`config.mk`:
```
export PLATFORM = sky130hd
export DESIGN_NAME = max7219_frame_rx
export DESIGN_NICKNAME = d
export VERILOG_FILES = /design/src/rtl/max7219_pkg.sv /design/src/rtl/max7219_rx_sync.sv /design/src/rtl/max7219_frame_rx.sv
export SDC_FILE = /design/constraint.sdc
export NUM_CORES = 1
export LEC_CHECK = 0
export CAP_MARGIN = 5
export CORE_MARGIN = 3
export CORE_UTILIZATION = 40
export CTS_BUF_LIST = sky130_fd_sc_hd__clkbuf_2
export CTS_CLUSTER_DIAMETER = 80
export DETAILED_ROUTE_END_ITERATION = 12
export GPL_ROUTABILITY_DRIVEN = 0
export PLACE_DENSITY = 0.63
export SETUP_SLACK_MARGIN = 0.3
export SLEW_MARGIN = 20
export SYNTH_ARGS = -nofsm -noshare
export SYNTH_HDL_FRONTEND = slang
export SYNTH_SLANG_ARGS = --single-unit
```
`constraint.sdc`:
```
create_clock -name clk -period 1.85 [get_ports clk]
set_input_delay 0.2775 -clock clk [delete_from_list [all_inputs] [get_ports clk]]
set_output_delay 0.2775 -clock clk [all_outputs]
set_load 0.01 [all_outputs]
```
`src/rtl/max7219_pkg.sv`:
```
// rtl/max7219_pkg.sv - shared constants and types for the MAX7219 receive path
//
// Contents: word width, address/data field positions inside a 16-bit
// MAX7219 word, register address constants and the receiver FSM states.
package max7219_pkg;

    localparam int C_MAX7219_WORD_WIDTH = 16;

    // Field positions inside one 16-bit word (bits 15:12 are don't-care)
    localparam int C_ADDR_MSB = 11;
    localparam int C_ADDR_LSB = 8;
    localparam int C_DATA_MSB = 7;
    localparam int C_DATA_LSB = 0;

    // MAX7219 register addresses
    localparam logic [3:0] C_REG_NOOP         = 4'h0;
    localparam logic [3:0] C_REG_DIGIT0       = 4'h1;
    localparam logic [3:0] C_REG_DIGIT1       = 4'h2;
    localparam logic [3:0] C_REG_DIGIT2       = 4'h3;
    localparam logic [3:0] C_REG_DIGIT3       = 4'h4;
    localparam logic [3:0] C_REG_DIGIT4       = 4'h5;
    localparam logic [3:0] C_REG_DIGIT5       = 4'h6;
    localparam logic [3:0] C_REG_DIGIT6       = 4'h7;
    localparam logic [3:0] C_REG_DIGIT7       = 4'h8;
    localparam logic [3:0] C_REG_DECODE       = 4'h9;
    localparam logic [3:0] C_REG_INTENSITY    = 4'hA;
    localparam logic [3:0] C_REG_SCAN_LIMIT   = 4'hB;
    localparam logic [3:0] C_REG_SHUTDOWN     = 4'hC;
    localparam logic [3:0] C_REG_DISPLAY_TEST = 4'hF;

    typedef enum logic {
        IDLE = 1'b0,
        EMIT = 1'b1
    } t_rx_state;

endpackage

```
`src/rtl/max7219_rx_sync.sv`:
```
// rtl/max7219_rx_sync.sv - 2-FF synchroniser with registered rising-edge detector
//
// Ports:
//   clk, rst_n : system clock, asynchronous active-low reset
//   pin        : asynchronous input pin
//   level      : synchronised level, aligned with rise (same pipeline depth)
//   rise       : one-cycle pulse on a synchronised rising edge
module max7219_rx_sync (
    input  logic clk,
    input  logic rst_n,
    input  logic pin,
    output logic level,
    output logic rise
);

    logic meta;
    logic stab;
    logic prev;
    logic rise_q;

    always_ff @(posedge clk or negedge rst_n) begin
        if (!rst_n) begin
            meta   <= 1'b0;
            stab   <= 1'b0;
            prev   <= 1'b0;
            rise_q <= 1'b0;
        end else begin
            meta   <= pin;
            stab   <= meta;
            prev   <= stab;
            rise_q <= stab & ~prev;
        end
    end

    // level is taken one stage after stab so that a data pin's level lines up
    // with the rise pulse of a clock pin passing through an identical instance.
    assign level = prev;
    assign rise  = rise_q;

endmodule

```
`src/rtl/max7219_frame_rx.sv`:
```
// rtl/max7219_frame_rx.sv - MAX7219 serial frame receiver with word-stream output
//
// Ports:
//   clk, rst_n          : system clock, asynchronous active-low reset
//   i_max7219_clk/din/load : MAX7219 serial pins, asynchronous to clk
//   o_valid, i_ready    : output word handshake
//   o_matrix_idx        : index of the current word (0 = device nearest DIN)
//   o_word/o_addr/o_data: full word and its address/data fields
//   o_last              : current word is for the last matrix
//   o_len_err           : captured frame bit count was not 16*G_NB_MATRIX
//   o_overrun           : pulse, a LOAD edge during EMIT was dropped
//   o_busy              : frame is being emitted
//   o_frame_cnt         : frames accepted into the buffer (wraps)
module max7219_frame_rx
    import max7219_pkg::*;
#(
    parameter int G_NB_MATRIX       = 8,
    parameter int G_FRAME_CNT_WIDTH = 16
) (
    input  logic                                        clk,
    input  logic                                        rst_n,
    input  logic                                        i_max7219_clk,
    input  logic                                        i_max7219_din,
    input  logic                                        i_max7219_load,
    output logic                                        o_valid,
    input  logic                                        i_ready,
    output logic [((G_NB_MATRIX > 1) ? $clog2(G_NB_MATRIX) : 1)-1:0] o_matrix_idx,
    output logic [15:0]                                 o_word,
    output logic [3:0]                                  o_addr,
    output logic [7:0]                                  o_data,
    output logic                                        o_last,
    output logic                                        o_len_err,
    output logic                                        o_overrun,
    output logic                                        o_busy,
    output logic [G_FRAME_CNT_WIDTH-1:0]                o_frame_cnt
);

    localparam int C_IDX_W      = (G_NB_MATRIX > 1) ? $clog2(G_NB_MATRIX) : 1;
    localparam int C_W          = C_MAX7219_WORD_WIDTH;
    localparam int C_FRAME_BITS = C_W * G_NB_MATRIX;
    localparam int C_CNT_W      = $clog2(C_FRAME_BITS + 2);

    localparam logic [C_CNT_W-1:0] C_CNT_FULL = C_CNT_W'(C_FRAME_BITS);
    localparam logic [C_CNT_W-1:0] C_CNT_SAT  = C_CNT_W'(C_FRAME_BITS + 1);
    localparam logic [C_IDX_W-1:0] C_IDX_LAST = C_IDX_W'(G_NB_MATRIX - 1);

    // Synchronised pin events
    logic sclk_rise;
    logic din_level;
    logic load_rise;
    logic unused_sclk_level;
    logic unused_din_rise;
    logic unused_load_level;

    max7219_rx_sync u_sync_clk (
        .clk   (clk),
        .rst_n (rst_n),
        .pin   (i_max7219_clk),
        .level (unused_sclk_level),
        .rise  (sclk_rise)
    );

    max7219_rx_sync u_sync_din (
        .clk   (clk),
        .rst_n (rst_n),
        .pin   (i_max7219_din),
        .level (din_level),
        .rise  (unused_din_rise)
    );

    max7219_rx_sync u_sync_load (
        .clk   (clk),
        .rst_n (rst_n),
        .pin   (i_max7219_load),
        .level (unused_load_level),
        .rise  (load_rise)
    );

    // Deserialiser
    logic [C_FRAME_BITS-1:0] sr;
    logic [C_FRAME_BITS-1:0] sr_next;
    logic [C_CNT_W-1:0]      bit_cnt;
    logic [C_CNT_W-1:0]      bit_cnt_next;

    // sr_next / bit_cnt_next include a bit arriving in the same cycle as LOAD,
    // so capture and the length check both see it.
    always_comb begin
        sr_next      = sr;
        bit_cnt_next = bit_cnt;
        if (sclk_rise) begin
            sr_next = {sr[C_FRAME_BITS-2:0], din_level};
            if (bit_cnt != C_CNT_SAT) begin
                bit_cnt_next = bit_cnt + C_CNT_W'(1);
            end
        end
    end

    always_ff @(posedge clk or negedge rst_n) begin
        if (!rst_n) begin
            sr      <= '0;
            bit_cnt <= '0;
        end else begin
            sr      <= sr_next;
            bit_cnt <= load_rise ? '0 : bit_cnt_next;
        end
    end

    // Frame FSM
    t_rx_state                state;
    t_rx_state                state_next;
    logic [C_IDX_W-1:0]       idx;
    logic [C_IDX_W-1:0]       idx_next;
    logic                     capture;
    logic                     overrun_next;

    always_comb begin
        state_next   = state;
        idx_next     = idx;
        capture      = 1'b0;
        overrun_next = 1'b0;
        unique case (state)
            IDLE: begin
                if (load_rise) begin
                    capture    = 1'b1;
                    idx_next   = '0;
                    state_next = EMIT;
                end
            end
            EMIT: begin
                // A LOAD edge while emitting is dropped; the handshake in the
                // same cycle still completes normally.
                if (load_rise) begin
                    overrun_next = 1'b1;
                end
                if (i_ready) begin
                    if (idx == C_IDX_LAST) begin
                        state_next = IDLE;
                    end else begin
                        idx_next = idx + C_IDX_W'(1);
                    end
                end
            end
            default: begin
                state_next = IDLE;
            end
        endcase
    end

    always_ff @(posedge clk or negedge rst_n) begin
        if (!rst_n) begin
            state <= IDLE;
            idx   <= '0;
        end else begin
            state <= state_next;
            idx   <= idx_next;
        end
    end

    // Frame buffer and per-frame status
    logic [C_FRAME_BITS-1:0]      frame_buf;
    logic                         len_err;
    logic                         overrun;
    logic [G_FRAME_CNT_WIDTH-1:0] frame_cnt;

    always_ff @(posedge clk or negedge rst_n) begin
        if (!rst_n) begin
            frame_buf <= '0;
            len_err   <= 1'b0;
            overrun   <= 1'b0;
            frame_cnt <= '0;
        end else begin
            overrun <= overrun_next;
            if (capture) begin
                frame_buf <= sr_next;
                len_err   <= (bit_cnt_next != C_CNT_FULL);
                frame_cnt <= frame_cnt + G_FRAME_CNT_WIDTH'(1);
            end
        end
    end

    // Output mapping: matrix k holds sr[16k+15:16k]
    assign o_valid      = (state == EMIT);
    assign o_busy       = (state == EMIT);
    assign o_matrix_idx = idx;
    assign o_word       = frame_buf[int'(idx) * C_W +: C_W];
    assign o_addr       = o_word[C_ADDR_MSB:C_ADDR_LSB];
    assign o_data       = o_word[C_DATA_MSB:C_DATA_LSB];
    assign o_last       = (state == EMIT) && (idx == C_IDX_LAST);
    assign o_len_err    = len_err;
    assign o_overrun    = overrun;
    assign o_frame_cnt  = frame_cnt;

endmodule

```
==> results of run 1 <==
-- worst reg2reg max path, delay by kind of cell (launching register included) --
kind            cells  cell delay (ns)
mux                 1             0.29
fa+ha+maj           2             0.30
buf+inv             4             0.52
flops               1             0.47
compound gates      1             0.19
simple gates        1             0.13
-- per-stage QoR --
stage	utilization [%]	std cells
floorplan	-	1042
global placement	44.3	1454
detailed placement	44.3	1454
CTS	48.2	1628
global route	50.0	1658
finish	50.0	1658
-- routing by layer --
layer	track usage, %	vias to the layer above	wire, um
met3	3.31	50	1580
li1	-	3842	-
met4	6.25	0	760
met2	26.3	195	13900
met5	0	-	0
met1	25.9	4196	13700
-- power groups by stage --
stage / combinational [mW] / sequential, mW / clock (mW)
4_1_cts: 3.87 / 7.16 / 4.21
5_1_grt: 4.67 / 7.20 / 4.55
2_1_floorplan: 1.78 / 7.18 / 0
3_3_place_gp: 2.65 / 7.29 / 0
3_5_place_dp: 2.70 / 7.30 / 0
6_report: 4.40 / 7.16 / 4.08
-- sequential cells by signal, indices dropped and copies added, names as in the netlist, 3 cells and up --
signal	count
frame_buf	128
sr	128
o_frame_cnt	16
bit_cnt	8
o_matrix_idx	3
-- worst paths after layout --
kind,slack [ns],startpoint,to,cells past startpoint
max reg2reg,-0.16,o_matrix_idx[0]$_DFFE_PN0P_,o_matrix_idx[0]$_DFFE_PN0P_,9
max in group asynchronous,0.68,rst_n,frame_buf[67]$_DFFE_PN0P_,4
min reg2reg,0.36,u_sync_load.meta$_DFF_PN0_,u_sync_load.stab$_DFF_PN0_,0
min in group asynchronous,0.48,rst_n,frame_buf[120]$_DFFE_PN0P_,3
max,-1.03,o_matrix_idx[0]$_DFFE_PN0P_,o_word[6],7
min,0.12,i_ready,o_busy$_DFF_PN0_,2
-- layout make-up --
type | count | area (um2)
diodes | 1 | 2.50
multi-input cells | 669 | 4830
clock inverters | 15 | 66.3
well taps | 396 | 495
inverters | 4 | 15.0
fillers | 2710 | 15300
clock buffers | 104 | 520
flip-flops and latches | 297 | 7450
repair buffers | 172 | 1940
-- logic make-up (layout without fill, tap and decap cells) --
family                   Yosys count  in the layout  synth area share, %
AND/OR/NAND/NOR                  448            448                 14.5
flip-flops                       297            297                 59.6
multiplexers                     177            177                 19.7
buffers and inverters             76            295                 3.22
XOR/XNOR                          22             22                 1.55
AO/OA/AOI/OAI                     17             17                0.923
adder cells (fa/ha/maj)            5              5                0.502
other                              0              1                    0
-- timing repair --
action | in CTS | in global routing
hold endpoints to repair | 300 | 0
hold buffers | 5 | 0
gates cloned | 6 | 3
gates resized for setup | 278 | 60
endpoints found under the setup margin | 62 | 80
pin swaps | 7 | 14
setup buffers | 44 | 26
-- cell usage in the layout (no fill, tap or decap), types with 4 or more instances in the layout --
cell,netlist,final
buf_4,13,58
mux2_4,0,22
buf_16,0,6
nand2_1,397,395
nand3_1,7,5
xor2_1,11,11
dlygate4sd3_1,0,5
buf_8,0,4
clkinv_1,0,9
a21oi_1,5,4
and2_1,5,4
ha_4,0,4
dfrtp_1,297,284
xnor2_1,11,11
mux2_2,145,123
clkdlybuf4s50_1,0,4
dfrtp_2,0,12
buf_2,30,15
clkbuf_2,0,105
nand4_1,7,7
buf_12,0,16
inv_1,4,4
nor2_1,11,11
buf_6,4,58
mux4_2,4,29
==> flow_summary_export.csv, run 1 <==
group,metric,value,unit
power,p_int,10.8,mW
placement,placed_cell_area,13600,um2
global_routing,grt_pass1_vias,8513,
placement,post-place-ws,-0.425,ns
clock_tree,worstSkewPairLatency,0.83,ns
setup_path,slowest_stage,"dfrtp_2",
global_routing,track_usage,17.6,%
sta,finalCritPeriodShare,156,%
route,avgViaCountPerCell,5.00,
sta,max_clock_freq,347,MHz
setup_path,critical_path_peak_fanout,6,
power,p_total,15.6,mW
layout,area_delta_synth_final,22.9,%
layout,drive_gt1_share,38.8,%
logic_synthesis,synth.distinct_cells,41,
layout,final_area,15300,um2
global_routing,antenna_found_initial,1,
setup_path,path_buf_inv,5,
run_status,status,"finished with violations",
logic_synthesis,synth_nets,1053,
logic_synthesis,yosys_warnings,0,
power,ir_drop,0.487,mV
route,drtAntennaViolNets,0,
floorplan,core_area,30700,um2
floorplan,fp.dieH,183,um
placement,io_buffers,57,
logic_synthesis,yosysMostFrequentCell,"nand2_1",
logic_synthesis,synth-seq-cells,297,
sta,fin_ws,-1.03,ns
floorplan,start_util,40.7,%
clock_tree,cts-root-buf,"clkbuf_2",
sta,finalSetupTns,-29.53,ns
clock_tree,clock_sinks,297,
power,p_clk_share,26.1,%
run_status,violations,"setup timing",
setup_path,crit_type,"flop to primary output",
clock_tree,clk_pin_slew,0.09,ns
floorplan,dieArea,33300,um2
job,max-cap-violations,0,
logic_synthesis,synth_top_area_share,59.6,%
logic_synthesis,ys.flop_type,"dfrtp_1",
floorplan,ios,58,
placement,dpl.hpwl,17300,um
sta,tightestPinTransition,0.440,ns
clock_tree,cts_buffer_depth,3,
global_routing,grt-ovfl-total,0,
floorplan,num_rows,64,
global_routing,grt_max_degree,58,
logic_synthesis,post_synth.cell_area_avg,12.0,um2
logic_synthesis,netlist_area,12500,um2
hold_path,hold_path.class,"input pin to flop",
sta,final_max_slew_viol_count,0,
setup_path,cp.arrival,2.60,ns
logic_synthesis,ys_seq_area_share,59.6,%
sta,relSlewSlack,70.6,%
clock_tree,cts_buffers,74,
logic_synthesis,yosysTopAreaCell,"dfrtp_1",
setup_path,cp_top_family,"multiplexers",
power,switchingPower,4.81,mW
logic_synthesis,netlist_top_cells_count,"nand2_1, dfrtp_1, mux2_2, buf_2, mux4_1",
layout,nets,1229,
logic_synthesis,async_flop_share,100,%
sta,hold_viol,0,
power,p_leak,8.09,nW
setup_path,cpMostUsedCell,"buf_6",
route,dr_total_vias,8283,
sta,fin_crit,2.88,ns
logic_synthesis,synth_top_cells_by_area,"dfrtp_1, mux2_2, nand2_1",
power,pwr-share-seq,45.8,%
setup_path,crit_path_max_incr_delay,0.47,ns
route,wl_per_cell,18.1,um
global_routing,grt_pass1_wl,46500,um
setup_path,worstSetupStartpointType,"flop",
route,drc,0,
sta,setup_viol,35,
clock_tree,cts_tree,"built",
setup_path,end_kind,"primary output",
clock_tree,htreeDepth,3,
logic_synthesis,synth_edf_count,0,
sta,skew,0.0460,ns
route,routed_wl,30000,um
sta,whs,0.121,ns
sta,rsz0062_at_grt,"true",
logic_synthesis,synth_cells,1042,
route,dr.pass1.iters,5,
power,swShare,30.8,%
power,p_per_area,1020,nW/um2
setup_path,cp_cell_sequence,"buf_4, buf_6, buf_6, buf_6, mux4_2, mux2_4, clkbuf_2",
floorplan,die_w,183,um
setup_path,cp.required,1.57,ns
power,comb_power_share,28.1,%
route,drtIter0Drc,489,
No activity file was read; power rests on OpenSTA's default activity.
==> run 2, diff against run 1 <==
--- a/config.mk
+++ b/config.mk
@@ -12,6 +12,7 @@
 export CTS_CLUSTER_DIAMETER = 80
 export DETAILED_ROUTE_END_ITERATION = 12
 export GPL_ROUTABILITY_DRIVEN = 0
+export GPL_TIMING_DRIVEN = 0
 export PLACE_DENSITY = 0.63
 export SETUP_SLACK_MARGIN = 0.3
 export SLEW_MARGIN = 20
==> run 2 against run 1 <==
The run still ends with setup timing left. Worst hold slack gained 0.024 ns. Clock-buffer cell count grew 4. Flip-flop and latch count is the same. Worst setup slack lost 0.065 ns. Total power shrank 3.4%. Largest power group unchanged. Sequential power shrank 0.6%. Die area is the same. Critical path depth is the same. Routed wire length shrank 2.6%. Clock power grew 5%.
==> flow_summary_export.csv, run 2 (synthesized netlist as in run 1, its figures left out) <==
group,metric,value,unit
setup_path,crit_type,"flop to primary output",
floorplan,fp.dieH,183,um
floorplan,ios,58,
placement,dpl.hpwl,19500,um
floorplan,core_area,30700,um2
sta,fin_crit,2.95,ns
sta,finalSetupTns,-28.44,ns
clock_tree,clk_pin_slew,0.11,ns
global_routing,grt_pass1_vias,8522,
global_routing,track_usage,17.5,%
route,avgViaCountPerCell,4.97,
sta,whs,0.145,ns
route,dr_total_vias,8353,
global_routing,gr-max-usage-layer,"met2",
setup_path,cp_top_family,"multiplexers",
setup_path,cp_cell_sequence,"buf_12, buf_12, buf_6, mux4_2, mux2_4, buf_6, buf_6",
clock_tree,cts_buffers,78,
setup_path,critical_path_peak_fanout,7,
clock_tree,cts-root-buf,"clkbuf_2",
power,ir_drop,0.459,mV
layout,nets,1253,
sta,rsz0062_at_grt,"true",
route,drtAntennaViolNets,0,
setup_path,cp.arrival,2.67,ns
sta,final_max_slew_viol_count,0,
clock_tree,htreeDepth,3,
global_routing,grt-ovfl-total,0,
power,p_leak,8.17,nW
setup_path,cpMostUsedCell,"buf_6",
sta,setup_viol,30,
sta,skew,0.0604,ns
route,wl_per_cell,17.4,um
global_routing,antenna_found_initial,1,
clock_tree,worstSkewPairLatency,0.86,ns
placement,io_buffers,57,
job,max-cap-violations,0,
layout,layout_common_cells,"nand2_1, dfrtp_1, mux2_2, clkbuf_2, buf_6",
power,p_per_area,990,nW/um2
sta,finalCritPeriodShare,159,%
hold_path,hold_path.class,"input pin to flop",
route,drc,0,
global_routing,met1_usage,24.9,%
run_status,violations,"setup timing",
sta,relSlewSlack,67.7,%
setup_path,crit_path_max_incr_delay,0.50,ns
global_routing,grt_pass1_wl,45900,um
sta,tightestPinTransition,0.484,ns
layout,fillers,2746,
global_routing,gr-usage-met3,3.57,%
setup_path,cp.required,1.57,ns
floorplan,die_w,183,um
floorplan,dieArea,33300,um2
clock_tree,cts_buffer_depth,3,
global_routing,grt_max_degree,98,
sta,hold_viol,0,
clock_tree,cts_tree,"built",
sta,fin_ws,-1.10,ns
clock_tree,clock_sinks,297,
floorplan,start_util,40.7,%
run_status,status,"finished with violations",
route,routed_wl,29300,um
sta,max_clock_freq,339,MHz
setup_path,end_kind,"primary output",
route,dr.pass1.iters,5,
setup_path,path_buf_inv,5,
layout,drive_gt1_share,39.8,%
setup_path,worstSetupStartpointType,"flop",
global_routing,grtUsageMet2,26.9,%
layout,area_delta_synth_final,22.4,%
setup_path,slowest_stage,"mux4_2",
layout,final_common_cell,"nand2_1",
floorplan,num_rows,64,
route,drtIter0Drc,431,
-- run 2: final timing paths --
path | from | slack [ns] | cells after the start | end
max in group asynchronous | rst_n | 0.44 | 5 | u_sync_clk.rise$_DFF_PN0_
min | i_ready | 0.15 | 2 | o_busy$_DFF_PN0_
max reg2reg | o_matrix_idx[0]$_DFFE_PN0P_ | 0.22 | 6 | o_matrix_idx[0]$_DFFE_PN0P_
min in group asynchronous | rst_n | 0.56 | 4 | o_frame_cnt[14]$_DFFE_PN0P_
max | o_matrix_idx[0]$_DFFE_PN0P_ | -1.10 | 7 | o_word[9]
min reg2reg | u_sync_clk.meta$_DFF_PN0_ | 0.35 | 0 | u_sync_clk.stab$_DFF_PN0_
-- run 2: layout make-up --
type                            instances  area (um2)  share of cell area [%]
Antenna cell                            1        2.50                  0.0164
Buffer                                 72         642                    4.21
Clock buffer                          108         541                    3.54
Clock inverter                         14        92.6                   0.607
Inverter                                4        15.0                  0.0984
Multi-Input combinational cell        669        4800                    31.5
Sequential cell                       297        7440                    48.8
Tap cell                              396         495                    3.25
Timing Repair Buffer                  120        1230                    8.04
-- run 2: metrics by stage --
step	setup slack (ns)	instance area, um2	util [%]	power, mW	instances
global placement	-12.30	13600	44.3	9.94	1495
detailed placement	-0.819	13700	44.6	9.99	1498
CTS	-1.18	14900	48.5	15.1	1663
floorplan	-0.0517	12500	-	8.96	1042
finish	-1.10	15300	49.8	15.1	1681
global route	-1.19	15300	49.8	15.9	1681
-- run 2: routing by layer --
metal | up-vias | routed length [um]
li1 | 3892 | -
met1 | 4202 | 13400
met2 | 214 | 13600
met3 | 45 | 1520
met4 | 0 | 741
met5 | - | 0
-- run 2: what timing repair did --
action                                 CTS  global route
gates resized for setup                325            67
setup endpoints to repair              196           198
gates cloned                             3             1
endpoints found under the hold margin  227             0
setup buffers                           34            16
pin swaps                                6            16
hold buffers                             6             0
-- run 2: power breakdown --
group | switching, mW | total, mW | internal (mW)
sequential | 0.272 | 7.12 | 6.85
clock | 2.58 | 4.27 | 1.68
combinational | 1.65 | 3.71 | 2.06
-- run 2: worst reg2reg max path, stage by stage (launching register included) --
cell and delay (ns):
dfrtp_1 0.42, buf_4 0.15, ha_1 0.19, ha_2 0.18
nand2b_4 0.14, a21o_1 0.19, mux2_2 0.26
